--- src/rtl/rf_wr_arbiter_if.sv ---
// Register-file write-port bundle: writeback request, host loader handshake,
// and the registered register-file write outputs.
interface rf_wr_arbiter_if #(
    parameter int DPW = 32,
    parameter int ADW = 5
);
    logic           wb_we_i;
    logic [ADW-1:0] wb_addr_i;
    logic [DPW-1:0] wb_data_i;
    logic           host_valid_i;
    logic           host_ready_o;
    logic [ADW-1:0] host_addr_i;
    logic [DPW-1:0] host_data_i;
    logic           rf_we_o;
    logic [ADW-1:0] rf_addr_o;
    logic [DPW-1:0] rf_wd_o;
    logic           rf_src_o;
    logic           stall_o;
    logic           host_pend_o;

    modport slave (
        input  wb_we_i, wb_addr_i, wb_data_i,
        input  host_valid_i, host_addr_i, host_data_i,
        output host_ready_o,
        output rf_we_o, rf_addr_o, rf_wd_o, rf_src_o,
        output stall_o, host_pend_o
    );

    modport master (
        output wb_we_i, wb_addr_i, wb_data_i,
        output host_valid_i, host_addr_i, host_data_i,
        input  host_ready_o,
        input  rf_we_o, rf_addr_o, rf_wd_o, rf_src_o,
        input  stall_o, host_pend_o
    );
endinterface

--- src/rtl/rf_wr_arbiter.sv ---
// Register-file write-port arbiter: writeback has fixed priority, host writes
// are queued and drained in idle writeback cycles, with a starvation stall.
module rf_wr_arbiter #(
    parameter int DPW        = 32,
    parameter int ADW        = 5,
    parameter int FIFO_DEPTH = 2,
    parameter int STARVE_LIM = 4
) (
    input  logic                clk,
    input  logic                rst_n,
    rf_wr_arbiter_if.slave      bus
);
    localparam int PW = $clog2(FIFO_DEPTH);
    localparam int CW = $clog2(FIFO_DEPTH + 1);
    localparam int SW = $clog2(STARVE_LIM + 1);

    logic [ADW-1:0] fifoAddr [FIFO_DEPTH];
    logic [DPW-1:0] fifoData [FIFO_DEPTH];
    logic [PW-1:0]  wrPtr, rdPtr;
    logic [CW-1:0]  occ;
    logic [SW-1:0]  starveCnt;
    logic           popD;

    logic wbAct, full, empty, push, pop;
    logic [ADW-1:0] headAddr;
    logic [DPW-1:0] headData;

    assign wbAct    = bus.wb_we_i && (bus.wb_addr_i != '0);
    assign full     = (occ == CW'(FIFO_DEPTH));
    assign empty    = (occ == '0);
    assign push     = bus.host_valid_i && !full;
    assign pop      = !empty && !wbAct;
    assign headAddr = fifoAddr[rdPtr];
    assign headData = fifoData[rdPtr];

    assign bus.host_ready_o = !full;
    assign bus.host_pend_o  = !empty;

    always_ff @(posedge clk) begin
        if (push) begin
            fifoAddr[wrPtr] <= bus.host_addr_i;
            fifoData[wrPtr] <= bus.host_data_i;
        end
    end

    always_ff @(posedge clk or negedge rst_n) begin
        if (!rst_n) begin
            wrPtr         <= '0;
            rdPtr         <= '0;
            occ           <= '0;
            starveCnt     <= '0;
            popD          <= 1'b0;
            bus.stall_o   <= 1'b0;
            bus.rf_we_o   <= 1'b0;
            bus.rf_addr_o <= '0;
            bus.rf_wd_o   <= '0;
            bus.rf_src_o  <= 1'b0;
        end else begin
            if (push) wrPtr <= wrPtr + 1'b1;
            if (pop)  rdPtr <= rdPtr + 1'b1;
            if (push && !pop)      occ <= occ + 1'b1;
            else if (pop && !push) occ <= occ - 1'b1;

            // Non-empty without a pop can only mean writeback blocked the drain.
            if (pop || empty)
                starveCnt <= '0;
            else if (starveCnt != SW'(STARVE_LIM))
                starveCnt <= starveCnt + 1'b1;

            // Stall drops one edge after the pop so the pipeline sees the drain retire.
            popD <= pop;
            if (!empty && wbAct && starveCnt == SW'(STARVE_LIM - 1))
                bus.stall_o <= 1'b1;
            else if (popD)
                bus.stall_o <= 1'b0;

            if (wbAct) begin
                bus.rf_we_o   <= 1'b1;
                bus.rf_addr_o <= bus.wb_addr_i;
                bus.rf_wd_o   <= bus.wb_data_i;
                bus.rf_src_o  <= 1'b0;
            end else if (pop && headAddr != '0) begin
                bus.rf_we_o   <= 1'b1;
                bus.rf_addr_o <= headAddr;
                bus.rf_wd_o   <= headData;
                bus.rf_src_o  <= 1'b1;
            end else begin
                bus.rf_we_o   <= 1'b0;
            end
        end
    end
endmodule

--- src/flat_wrapper.sv ---
// flat-port wrapper written by rule: the top's interface ports become plain ports
module rf_wr_arbiter_flat 
#(
    parameter int DPW        = 32,
    parameter int ADW        = 5,
    parameter int FIFO_DEPTH = 2,
    parameter int STARVE_LIM = 4
)
  (clk, rst_n, bus_wb_we_i, bus_wb_addr_i, bus_wb_data_i, bus_host_valid_i, bus_host_addr_i, bus_host_data_i, bus_host_ready_o, bus_rf_we_o, bus_rf_addr_o, bus_rf_wd_o, bus_rf_src_o, bus_stall_o, bus_host_pend_o);
  rf_wr_arbiter_if #(.DPW(DPW), .ADW(ADW)) bus_i ();
  input  logic clk;
  input  logic rst_n;
  input wire logic [$bits(bus_i.wb_we_i)-1:0] bus_wb_we_i;
  input wire logic [$bits(bus_i.wb_addr_i)-1:0] bus_wb_addr_i;
  input wire logic [$bits(bus_i.wb_data_i)-1:0] bus_wb_data_i;
  input wire logic [$bits(bus_i.host_valid_i)-1:0] bus_host_valid_i;
  input wire logic [$bits(bus_i.host_addr_i)-1:0] bus_host_addr_i;
  input wire logic [$bits(bus_i.host_data_i)-1:0] bus_host_data_i;
  output wire logic [$bits(bus_i.host_ready_o)-1:0] bus_host_ready_o;
  output wire logic [$bits(bus_i.rf_we_o)-1:0] bus_rf_we_o;
  output wire logic [$bits(bus_i.rf_addr_o)-1:0] bus_rf_addr_o;
  output wire logic [$bits(bus_i.rf_wd_o)-1:0] bus_rf_wd_o;
  output wire logic [$bits(bus_i.rf_src_o)-1:0] bus_rf_src_o;
  output wire logic [$bits(bus_i.stall_o)-1:0] bus_stall_o;
  output wire logic [$bits(bus_i.host_pend_o)-1:0] bus_host_pend_o;
  assign bus_i.wb_we_i = bus_wb_we_i;
  assign bus_i.wb_addr_i = bus_wb_addr_i;
  assign bus_i.wb_data_i = bus_wb_data_i;
  assign bus_i.host_valid_i = bus_host_valid_i;
  assign bus_i.host_addr_i = bus_host_addr_i;
  assign bus_i.host_data_i = bus_host_data_i;
  assign bus_host_ready_o = bus_i.host_ready_o;
  assign bus_rf_we_o = bus_i.rf_we_o;
  assign bus_rf_addr_o = bus_i.rf_addr_o;
  assign bus_rf_wd_o = bus_i.rf_wd_o;
  assign bus_rf_src_o = bus_i.rf_src_o;
  assign bus_stall_o = bus_i.stall_o;
  assign bus_host_pend_o = bus_i.host_pend_o;
  rf_wr_arbiter #(.DPW(DPW), .ADW(ADW), .FIFO_DEPTH(FIFO_DEPTH), .STARVE_LIM(STARVE_LIM)) u_core (.clk(clk), .rst_n(rst_n), .bus(bus_i));
endmodule
--- config.mk ---
export PLATFORM = sky130hd
export DESIGN_NAME = rf_wr_arbiter_flat
export DESIGN_NICKNAME = d
export VERILOG_FILES = /design/src/rtl/rf_wr_arbiter_if.sv /design/src/rtl/rf_wr_arbiter.sv /design/src/flat_wrapper.sv
export SDC_FILE = /design/constraint.sdc
export NUM_CORES = 1
export LEC_CHECK = 0
export ABC_CLOCK_PERIOD_IN_PS = 3540
export CORE_MARGIN = 2
export CORE_UTILIZATION = 40
export DETAILED_ROUTE_END_ITERATION = 7
export PLACE_DENSITY = 0.66
export SKIP_CTS_REPAIR_TIMING = 1
export SLEW_MARGIN = 20
export SYNTH_ARGS = -nofsm -noshare
export SYNTH_HDL_FRONTEND = slang
export SYNTH_SLANG_ARGS = --single-unit
--- constraint.sdc ---
create_clock -name clk -period 3.54 [get_ports clk]
set_input_delay 0.708 -clock clk [delete_from_list [all_inputs] [get_ports clk]]
set_output_delay 0.708 -clock clk [all_outputs]
set_load 0.02 [all_outputs]
==> results of run 1 <==
==> flip-flops by register name (all words and copies together), names as in the netlist, 2 cells and up <==
| name | flops |
|---|---|
| u_core.bus.rf_wd_o | 32 |
| u_core.bus.rf_addr_o | 5 |
| u_core.occ | 2 |
| u_core.fifoAddr | 10 |
| u_core.fifoData | 64 |
| u_core.starveCnt | 3 |
==> stage by stage <==
stage | util (%) | total power [uW] | cells | area [sq um] | hold WS, ns
2_1_floorplan | - | 3378 | 293 | 5095 | 0.4124
3_3_place_gp | 52.18 | 4164 | 580 | 6531 | 0.4811
3_5_place_dp | 52.18 | 4206 | 580 | 6531 | 0.4842
4_1_cts | 57.22 | 6054 | 612 | 7162 | 0.3744
5_1_grt | 57.22 | 6276 | 612 | 7162 | 0.3940
6_report | 57.22 | 5970 | 612 | 7162 | 0.3557
==> cells by family (layout without fill, tap and decap cells) <==
kind of cell	after synthesis	after routing	share of synthesized area [%]
DFF	122	122	67.19
muxes	106	106	24.71
and+or+nand+nor	23	23	2.112
buffers and inverters	19	166	1.842
AOI/OAI and AO/OA	13	13	2.137
xor gates and xnor gates	6	6	1.031
adders and majority gates	4	4	0.9824
==> per-layer routing <==
metal,routed length [um],vias up
met5,0,-
met1,4584,1453
met2,5041,99
met4,127,0
li1,-,1366
met3,794,14
==> power groups by stage <==
| stage | clock [uW] | sequential [uW] | combinational, uW |
|---|---|---|---|
| after detailed placement | 0 | 2250 | 1950 |
| after global routing | 1930 | 2280 | 2070 |
| final | 1830 | 2220 | 1920 |
| after global placement | 0 | 2230 | 1930 |
| after floorplan | 0 | 2420 | 956 |
| after CTS | 1860 | 2230 | 1960 |
==> cell usage after synthesis (2+ instances only) <==
cell type,instances,area (sq um)
nand2_1,10,37.54
edfxtp_1,74,2222
o21ai_0,5,25.02
xnor2_1,4,35.03
clkbuf_1,3,11.26
mux2_4,19,285.3
mux2_2,82,923.4
nor2_1,5,18.77
inv_1,7,26.28
ha_1,4,50.05
a21oi_1,2,10.01
buf_6,2,22.52
mux2i_1,5,50.05
dfrtp_1,48,1201
buf_2,6,30.03
xor2_1,2,17.52
==> final timing paths <==
path / slack [ns] / cells past startpoint / to / startpoint
max: 1.01 / 3 / bus_host_pend_o / u_core.occ[1]
max reg2reg: 1.06 / 5 / u_core.bus.rf_wd_o[10] / u_core.rdPtr
min reg2reg: 0.49 / 1 / u_core.occ[1] / u_core.occ[1]
min: 0.36 / 1 / u_core.bus.rf_wd_o[2] / rst_n
max in group asynchronous: 2.41 / 2 / u_core.bus.rf_wd_o[16] / rst_n
min in group clk: 0.49 / 1 / u_core.occ[1] / u_core.occ[1]
==> area by class of cell <==
class,count,area [sq um],area share (%)
clock buffers,17,425.4,5.940
inverters,7,26.28,0.3669
clock inverters,15,205.2,2.865
well taps,172,215.2,3.005
repair buffers,127,1271,17.75
multi-input cells,152,1594,22.26
flip-flops and latches,122,3425,47.82
==> impl_metrics.csv, run 1 <==
group,metric,value,unit
cts,tritoncts,"built",
synth,syn_area_per_cell,17.39,sq um
power_and_ir_drop,power_switching,1694,uW
routing,wire_per_inst,17.23,um
grt,met3_usage,6.488,%
place,place_ws,0.6138,ns
sta,period_needed,2.533,ns
cts,cts_root_buf,"clkbuf_16",
routing,dr.pass1.iters,4,
cts,cts.path.max_buffers,2,
cts,clk_pin_slew,0.05,ns
cells_and_area,nNetsFinal,509,
setup_path,critPathCaptureType,"primary output",
sta,tightest_slew,0.8000,ns
setup_path,required,2.83,ns
sta,finalClockSkew,0.009279,ns
synth,async_reset_ff_share,39.34,%
sta,setup_viol,0,
routing,drt_iter0_markers,154,
cells_and_area,final_common_cell,"clkdlybuf4s50_1",
grt,grt_use_met2,27.28,%
routing,totalWireLength,10550,um
cells_and_area,fill_cells,1038,
cts,clk_latency,0.41,ns
grt,grt_use_total,16.55,%
worst_hold_path,min_path_type,"in -> async",
routing,ant_nets,0,
synth,ys.flop_type,"edfxtp_1",
power_and_ir_drop,p_int,4276,uW
power_and_ir_drop,swShare,28.38,%
setup_path,cp.arrival,1.82,ns
routing,viasPerCell,4.791,
grt,grt-busiest-layer,"met2",
sta,setup_slack,1.007,ns
grt,gr-total-overflow,0,
place,io_buffers,119,
routing,vias,2932,
grt,grt_pass1_vias,3141,
power_and_ir_drop,combPwrFrac,32.2,%
grt,grt_max_degree,31,
die,die_y,116.9,um
cts,cts_made_buffers,17,
cells_and_area,syn2layout_area_growth,40.57,%
setup_path,cp_slowest_cell,"clkdlybuf4s50_1",
setup_path,path_max_fanout,4,
sta,max_slew_margin,46.47,%
setup_path,cp-start-kind,"flip-flop",
setup_path,critical_path_class,"reg -> out",
die,start_util,40.70,%
cells_and_area,diodes,0,
status,status,"completed",
synth,synthesis.area,5095,sq um
routing,drc,0,
power_and_ir_drop,power_frac_seq,37.2,%
grt,grt_use_met1,19.35,%
setup_path,cp_top_family,"buffers and inverters",
place,hpwl,7262,um
power_and_ir_drop,p_leak,0.002762,uW
die,pin_count,120,
cells_and_area,drive_gt1_share,32.73,%
synth,ys_seq_area_share,67.19,%
place,gp_congestion,0.7134,
die,rows,41,
sta,fmaxAchievable,0.3949,GHz
synth,netlist_instances,293,
cts,cts_max_level,4,
die,dieArea,13660,sq um
grt,antenna_found_initial,0,
sta,rsz0062_at_grt,"false",
setup_path,path_buf_inv,2,
sta,slew_viol_final,0,
setup_path,crit_path_max_incr_delay,0.56,ns
setup_path,path_cells,"nor2_1, inv_1, clkdlybuf4s50_1",
sta,final.setup.tns,0,ns
synth,synth_nets,375,
synth,ys_seq_elements,122,
job,maxCapViolCount,0,
power_and_ir_drop,powerDensity,833.6,nW/um^2
synth,synth-edff-count,74,
die,core_area,12520,sq um
sta,fin_crit_sh,71.54,%
sta,finalHoldViolCount,0,
synth,synth_cell_type_count,31,
power_and_ir_drop,pwr-share-clk,30.6,%
die,die_x,116.9,um
power_and_ir_drop,max-vdd-ir-drop,335.0,uV
cells_and_area,final_cell_mix,"clkdlybuf4s50_1 (118), mux2_2 (82), edfxtp_1 (74)",
synth,yosys_warnings,0,
grt,grt_pass1_wl,16160,um
cts,cts.sinks,122,
Power figures use the tool's default switching activity.
==> run 2, diff against run 1 <==
- ABC_CLOCK_PERIOD_IN_PS: 3540 -> 2600
- clock period: 3.54 -> 2.6 ns (I/O delays scaled with it)
==> impl_metrics.csv, run 2 (synthesized netlist as in run 1, its figures left out) <==
group,metric,value,unit
sta,finalClockSkew,0.008531,ns
cts,cts.sinks,122,
grt,grt_use_met1,19.26,%
sta,slew_viol_final,0,
power_and_ir_drop,p_leak,0.002745,uW
cts,tritoncts,"built",
sta,tightest_slew,0.6475,ns
cts,cts_max_level,4,
place,hpwl,6963,um
die,core_area,12520,sq um
cells_and_area,finalInstanceArea,7121,sq um
cells_and_area,largest_register_ff_count,64,
grt,grt_use_met2,25.74,%
grt,grt_use_total,16.00,%
sta,finalHoldViolCount,0,
die,dieArea,13660,sq um
cts,cts.path.max_buffers,2,
cells_and_area,nNetsFinal,512,
die,rows,41,
routing,ant_nets,0,
grt,antenna_found_initial,0,
grt,grt_pass1_vias,3193,
routing,wire_per_inst,16.50,um
sta,fmaxAchievable,0.4261,GHz
power_and_ir_drop,max-vdd-ir-drop,564.0,uV
grt,gr-total-overflow,0,
grt,grt_pass1_wl,15900,um
sta,fin_crit_sh,90.27,%
die,die_x,116.9,um
cells_and_area,regMostFlops,"u_core.fifoData",
cells_and_area,final_cell_mix,"clkdlybuf4s50_1 (118), mux2_2 (82), edfxtp_1 (74)",
cts,cts_made_buffers,17,
cts,cts_root_buf,"clkbuf_16",
die,pin_count,120,
setup_path,critPathCaptureType,"primary output",
cts,clk_pin_slew,0.05,ns
setup_path,timing.rr.start,"u_core.rdPtr",
power_and_ir_drop,powerDensity,1088,nW/um^2
cells_and_area,drive_gt1_share,31.90,%
cts,clk_latency,0.41,ns
grt,grt-busiest-layer,"met2",
power_and_ir_drop,report.power.total,7745,uW
routing,drt_iter0_markers,103,
setup_path,required,2.08,ns
grt,grt_max_degree,49,
cells_and_area,syn2layout_area_growth,39.76,%
setup_path,r2r.worst_path.cells,5,
place,io_buffers,119,
setup_path,cp-start-kind,"flip-flop",
sta,rsz0062_at_grt,"false",
sta,max_slew_margin,56.83,%
die,die_y,116.9,um
setup_path,cp.arrival,1.83,ns
grt,met3_usage,6.076,%
routing,dr.pass1.iters,4,
setup_path,ff2ff_setup_slack,0.65,ns
routing,viasPerCell,4.759,
cells_and_area,largestRegisters,"u_core.fifoData (64), u_core.bus.rf_wd_o (32), u_core.fifoAddr (10)",
routing,totalWireLength,10130,um
routing,drc,0,
die,start_util,40.70,%
setup_path,path_max_fanout,4,
job,maxCapViolCount,0,
setup_path,critical_path_class,"reg -> out",
place,place_area,6591,sq um
cells_and_area,final_util,56.89,%
sta,period_needed,2.347,ns
sta,setup_viol,0,
routing,vias,2922,
cells_and_area,final_common_cell,"clkdlybuf4s50_1",
cells_and_area,diodes,0,
place,gp_congestion,0.7402,
setup_path,r2r-end,"u_core.bus.rf_wd_o[25]",
worst_hold_path,min_path_type,"in -> async",
status,status,"completed",
==> run 2: changes by cell type in the layout (fill, tap and decap cells not counted), sizes merged <==
| cell | delta |
|---|---|
| buf | +3 |
| bufinv | -5 |
| clkinvlp | -2 |
| clkinv | -5 |
| clkbuf | +11 |
==> run 2: layout make-up <==
| cell class | instances | area, sq um |
|---|---|---|
| clock buffer | 28 | 516.7 |
| clock inverter | 3 | 12.51 |
| fill | 1044 | 5396 |
| inverter | 7 | 26.28 |
| multi-input combinational | 152 | 1594 |
| sequential | 122 | 3425 |
| tap | 172 | 215.2 |
| timing repair buffer | 130 | 1331 |
==> run 2: routing by layer <==
layer  wire length [um]  vias up
li1                   -     1376
met1               4482     1426
met2               4715      106
met3                772       14
met4                159        0
met5                  0        -
==> run 2: worst max-delay path, stage by stage, from the launching register on <==
cell             delay, ns
dfrtp_1               0.42
nor2_1                0.28
inv_1                 0.15
clkdlybuf4s50_1       0.57
==> run 2: where the power goes <==
| group | internal [uW] | switching (uW) | total (uW) |
|---|---|---|---|
| clock network | 1330 | 736 | 2070 |
| registers | 2700 | 300 | 3000 |
| logic | 1490 | 1190 | 2680 |
==> run 2: worst max-delay path by stage <==
stage                     startpoint               to  slack (ns)  depth (start not counted)
detailed placement  bus_wb_addr_i[2]    u_core.occ[1]       -0.03                          9
CTS                    u_core.occ[0]  bus_host_pend_o        0.22                          3
global route           u_core.occ[0]  bus_host_pend_o        0.15                          3
floorplan           bus_wb_addr_i[2]    u_core.occ[1]        0.36                          7
global placement    bus_wb_addr_i[2]    u_core.occ[1]        0.08                          8
finish                 u_core.occ[0]  bus_host_pend_o        0.25                          3
==> run 2: through the flow <==
| step | std cells | TNS, ns | setup WS (ns) | hold WS [ns] |
|---|---|---|---|---|
| after floorplan | 293 | 0 | 0.3598 | 0.2244 |
| after global placement | 583 | 0 | 0.08336 | 0.4837 |
| after detailed placement | 583 | -0.02710 | -0.02710 | 0.4956 |
| after CTS | 614 | 0 | 0.2183 | 0.2472 |
| after global routing | 614 | 0 | 0.1539 | 0.2872 |
| final | 614 | 0 | 0.2529 | 0.2316 |
==> run 3, diff against run 2 <==
- ABC_CLOCK_PERIOD_IN_PS: 2600 -> 2800
- MAX_ROUTING_LAYER: default -> met4
- REMOVE_ABC_BUFFERS: default -> 1
- clock period: 2.6 -> 2.8 ns (I/O delays scaled with it)
==> impl_metrics.csv, run 3 (synthesized netlist as in run 1, its figures left out) <==
group,metric,value,unit
status,status,"completed",
sta,rsz0062_at_grt,"false",
power_and_ir_drop,powerDensity,1010,nW/um^2
setup_path,cp.arrival,1.89,ns
cells_and_area,syn2layout_area_growth,38.63,%
cts,cts.path.max_buffers,2,
setup_path,path_max_fanout,4,
cts,cts_max_level,4,
grt,grt-busiest-layer,"met2",
cts,clk_latency,0.41,ns
routing,vias,2841,
sta,max_slew_margin,56.36,%
sta,slew_viol_final,0,
die,die_x,116.9,um
grt,grt_pass1_vias,3101,
sta,finalHoldViolCount,0,
sta,finalClockSkew,0.008733,ns
die,core_area,12520,sq um
cells_and_area,final_cell_mix,"clkdlybuf4s50_1 (118), mux2_2 (82), edfxtp_1 (74)",
cts,tritoncts,"built",
power_and_ir_drop,max-vdd-ir-drop,521.6,uV
setup_path,crit_path_max_incr_delay,0.59,ns
cells_and_area,diodes,0,
cells_and_area,largest_register_ff_count,64,
sta,fmaxAchievable,0.4086,GHz
setup_path,critical_path_class,"reg -> out",
grt,grt_use_met1,18.66,%
sta,tightest_slew,0.6546,ns
grt,met3_usage,6.334,%
grt,grt_max_degree,49,
die,rows,41,
die,dieArea,13660,sq um
setup_path,path_cells,"nor2_1, inv_1, clkdlybuf4s50_1",
cts,cts_made_buffers,17,
cells_and_area,nNetsFinal,509,
grt,grt_use_met2,25.63,%
routing,dr.pass1.iters,4,
place,io_buffers,119,
sta,setup_viol,0,
cells_and_area,final_common_cell,"clkdlybuf4s50_1",
setup_path,cp-start-kind,"flip-flop",
cells_and_area,regMostFlops,"u_core.fifoData",
setup_path,cp_slowest_cell,"clkdlybuf4s50_1",
sta,period_needed,2.447,ns
setup_path,required,2.24,ns
power_and_ir_drop,p_leak,0.002720,uW
job,maxCapViolCount,0,
setup_path,critPathCaptureType,"primary output",
sta,fin_crit_sh,87.41,%
cts,cts.sinks,122,
routing,wire_per_inst,16.07,um
grt,antenna_found_initial,0,
die,start_util,40.70,%
routing,ant_nets,0,
routing,drc,0,
die,pin_count,120,
routing,totalWireLength,9834,um
grt,gr-total-overflow,0,
grt,grt_use_total,16.14,%
place,hpwl,6480,um
routing,drt_iter0_markers,115,
grt,grt_pass1_wl,15470,um
power_and_ir_drop,report.power.total,7134,uW
cts,clk_pin_slew,0.05,ns
sta,final.setup.tns,0,ns
cells_and_area,drive_gt1_share,31.82,%
cells_and_area,largestRegisters,"u_core.fifoData (64), u_core.bus.rf_wd_o (32), u_core.fifoAddr (10)",
die,die_y,116.9,um
cts,cts_root_buf,"clkbuf_16",
place,gp_congestion,0.7019,
worst_hold_path,min_path_type,"in -> async",
routing,viasPerCell,4.642,
run 3: worst max-delay path, delay by kind of cell (launching register included):
kind / cells / cell delay (ns)
simple gates: 1 / 0.31
flops: 1 / 0.42
buf+inv: 2 / 0.75
run 3: layer usage:
metal / part of all wire (%) / up-vias
met1: 44 / 1375
met5: 0 / -
met4: 0.91 / 0
met3: 6.2 / 7
li1: - / 1366
met2: 49 / 93
run 3: cell type report:
| cell class | count | area (sq um) |
|---|---|---|
| fillers | 1040 | 5454 |
| flip-flops and latches | 122 | 3425 |
| multi-input cells | 152 | 1594 |
| repair buffers | 127 | 1284 |
| clock buffers | 20 | 436.7 |
| well taps | 172 | 215.2 |
| clock inverters | 12 | 82.58 |
| inverters | 7 | 26.28 |
run 3: where the power goes:
part	internal, uW	switching, uW	leakage, uW
Sequential	2510	267	0.00125
Clock	1190	718	0.000257
Combinational	1350	1090	0.00121
run 3: metrics by stage:
stage	util, %	instance area (sq um)	cells	hold slack, ns	setup WS [ns]
5_1_grt	56.43	7063	612	0.3158	0.2643
3_5_place_dp	52.28	6544	580	0.4959	0.1062
2_1_floorplan	-	5027	281	0.2644	-0.8143
6_report	56.43	7063	612	0.2725	0.3526
4_1_cts	56.43	7063	612	0.2831	0.3108
3_3_place_gp	52.28	6544	580	0.4804	0.1650
run 3: worst paths after layout:
kind	from	to	slack (ns)	cells after the start
max	u_core.occ[0]	bus_host_pend_o	0.35	3
min	rst_n	u_core.bus.rf_wd_o[4]	0.27	2
max reg2reg	u_core.rdPtr	u_core.bus.rf_wd_o[16]	0.77	5
min reg2reg	u_core.occ[1]	u_core.occ[1]	0.50	1
max in group asynchronous	rst_n	u_core.rdPtr	2.06	2
min in group clk	u_core.occ[1]	u_core.occ[1]	0.50	1
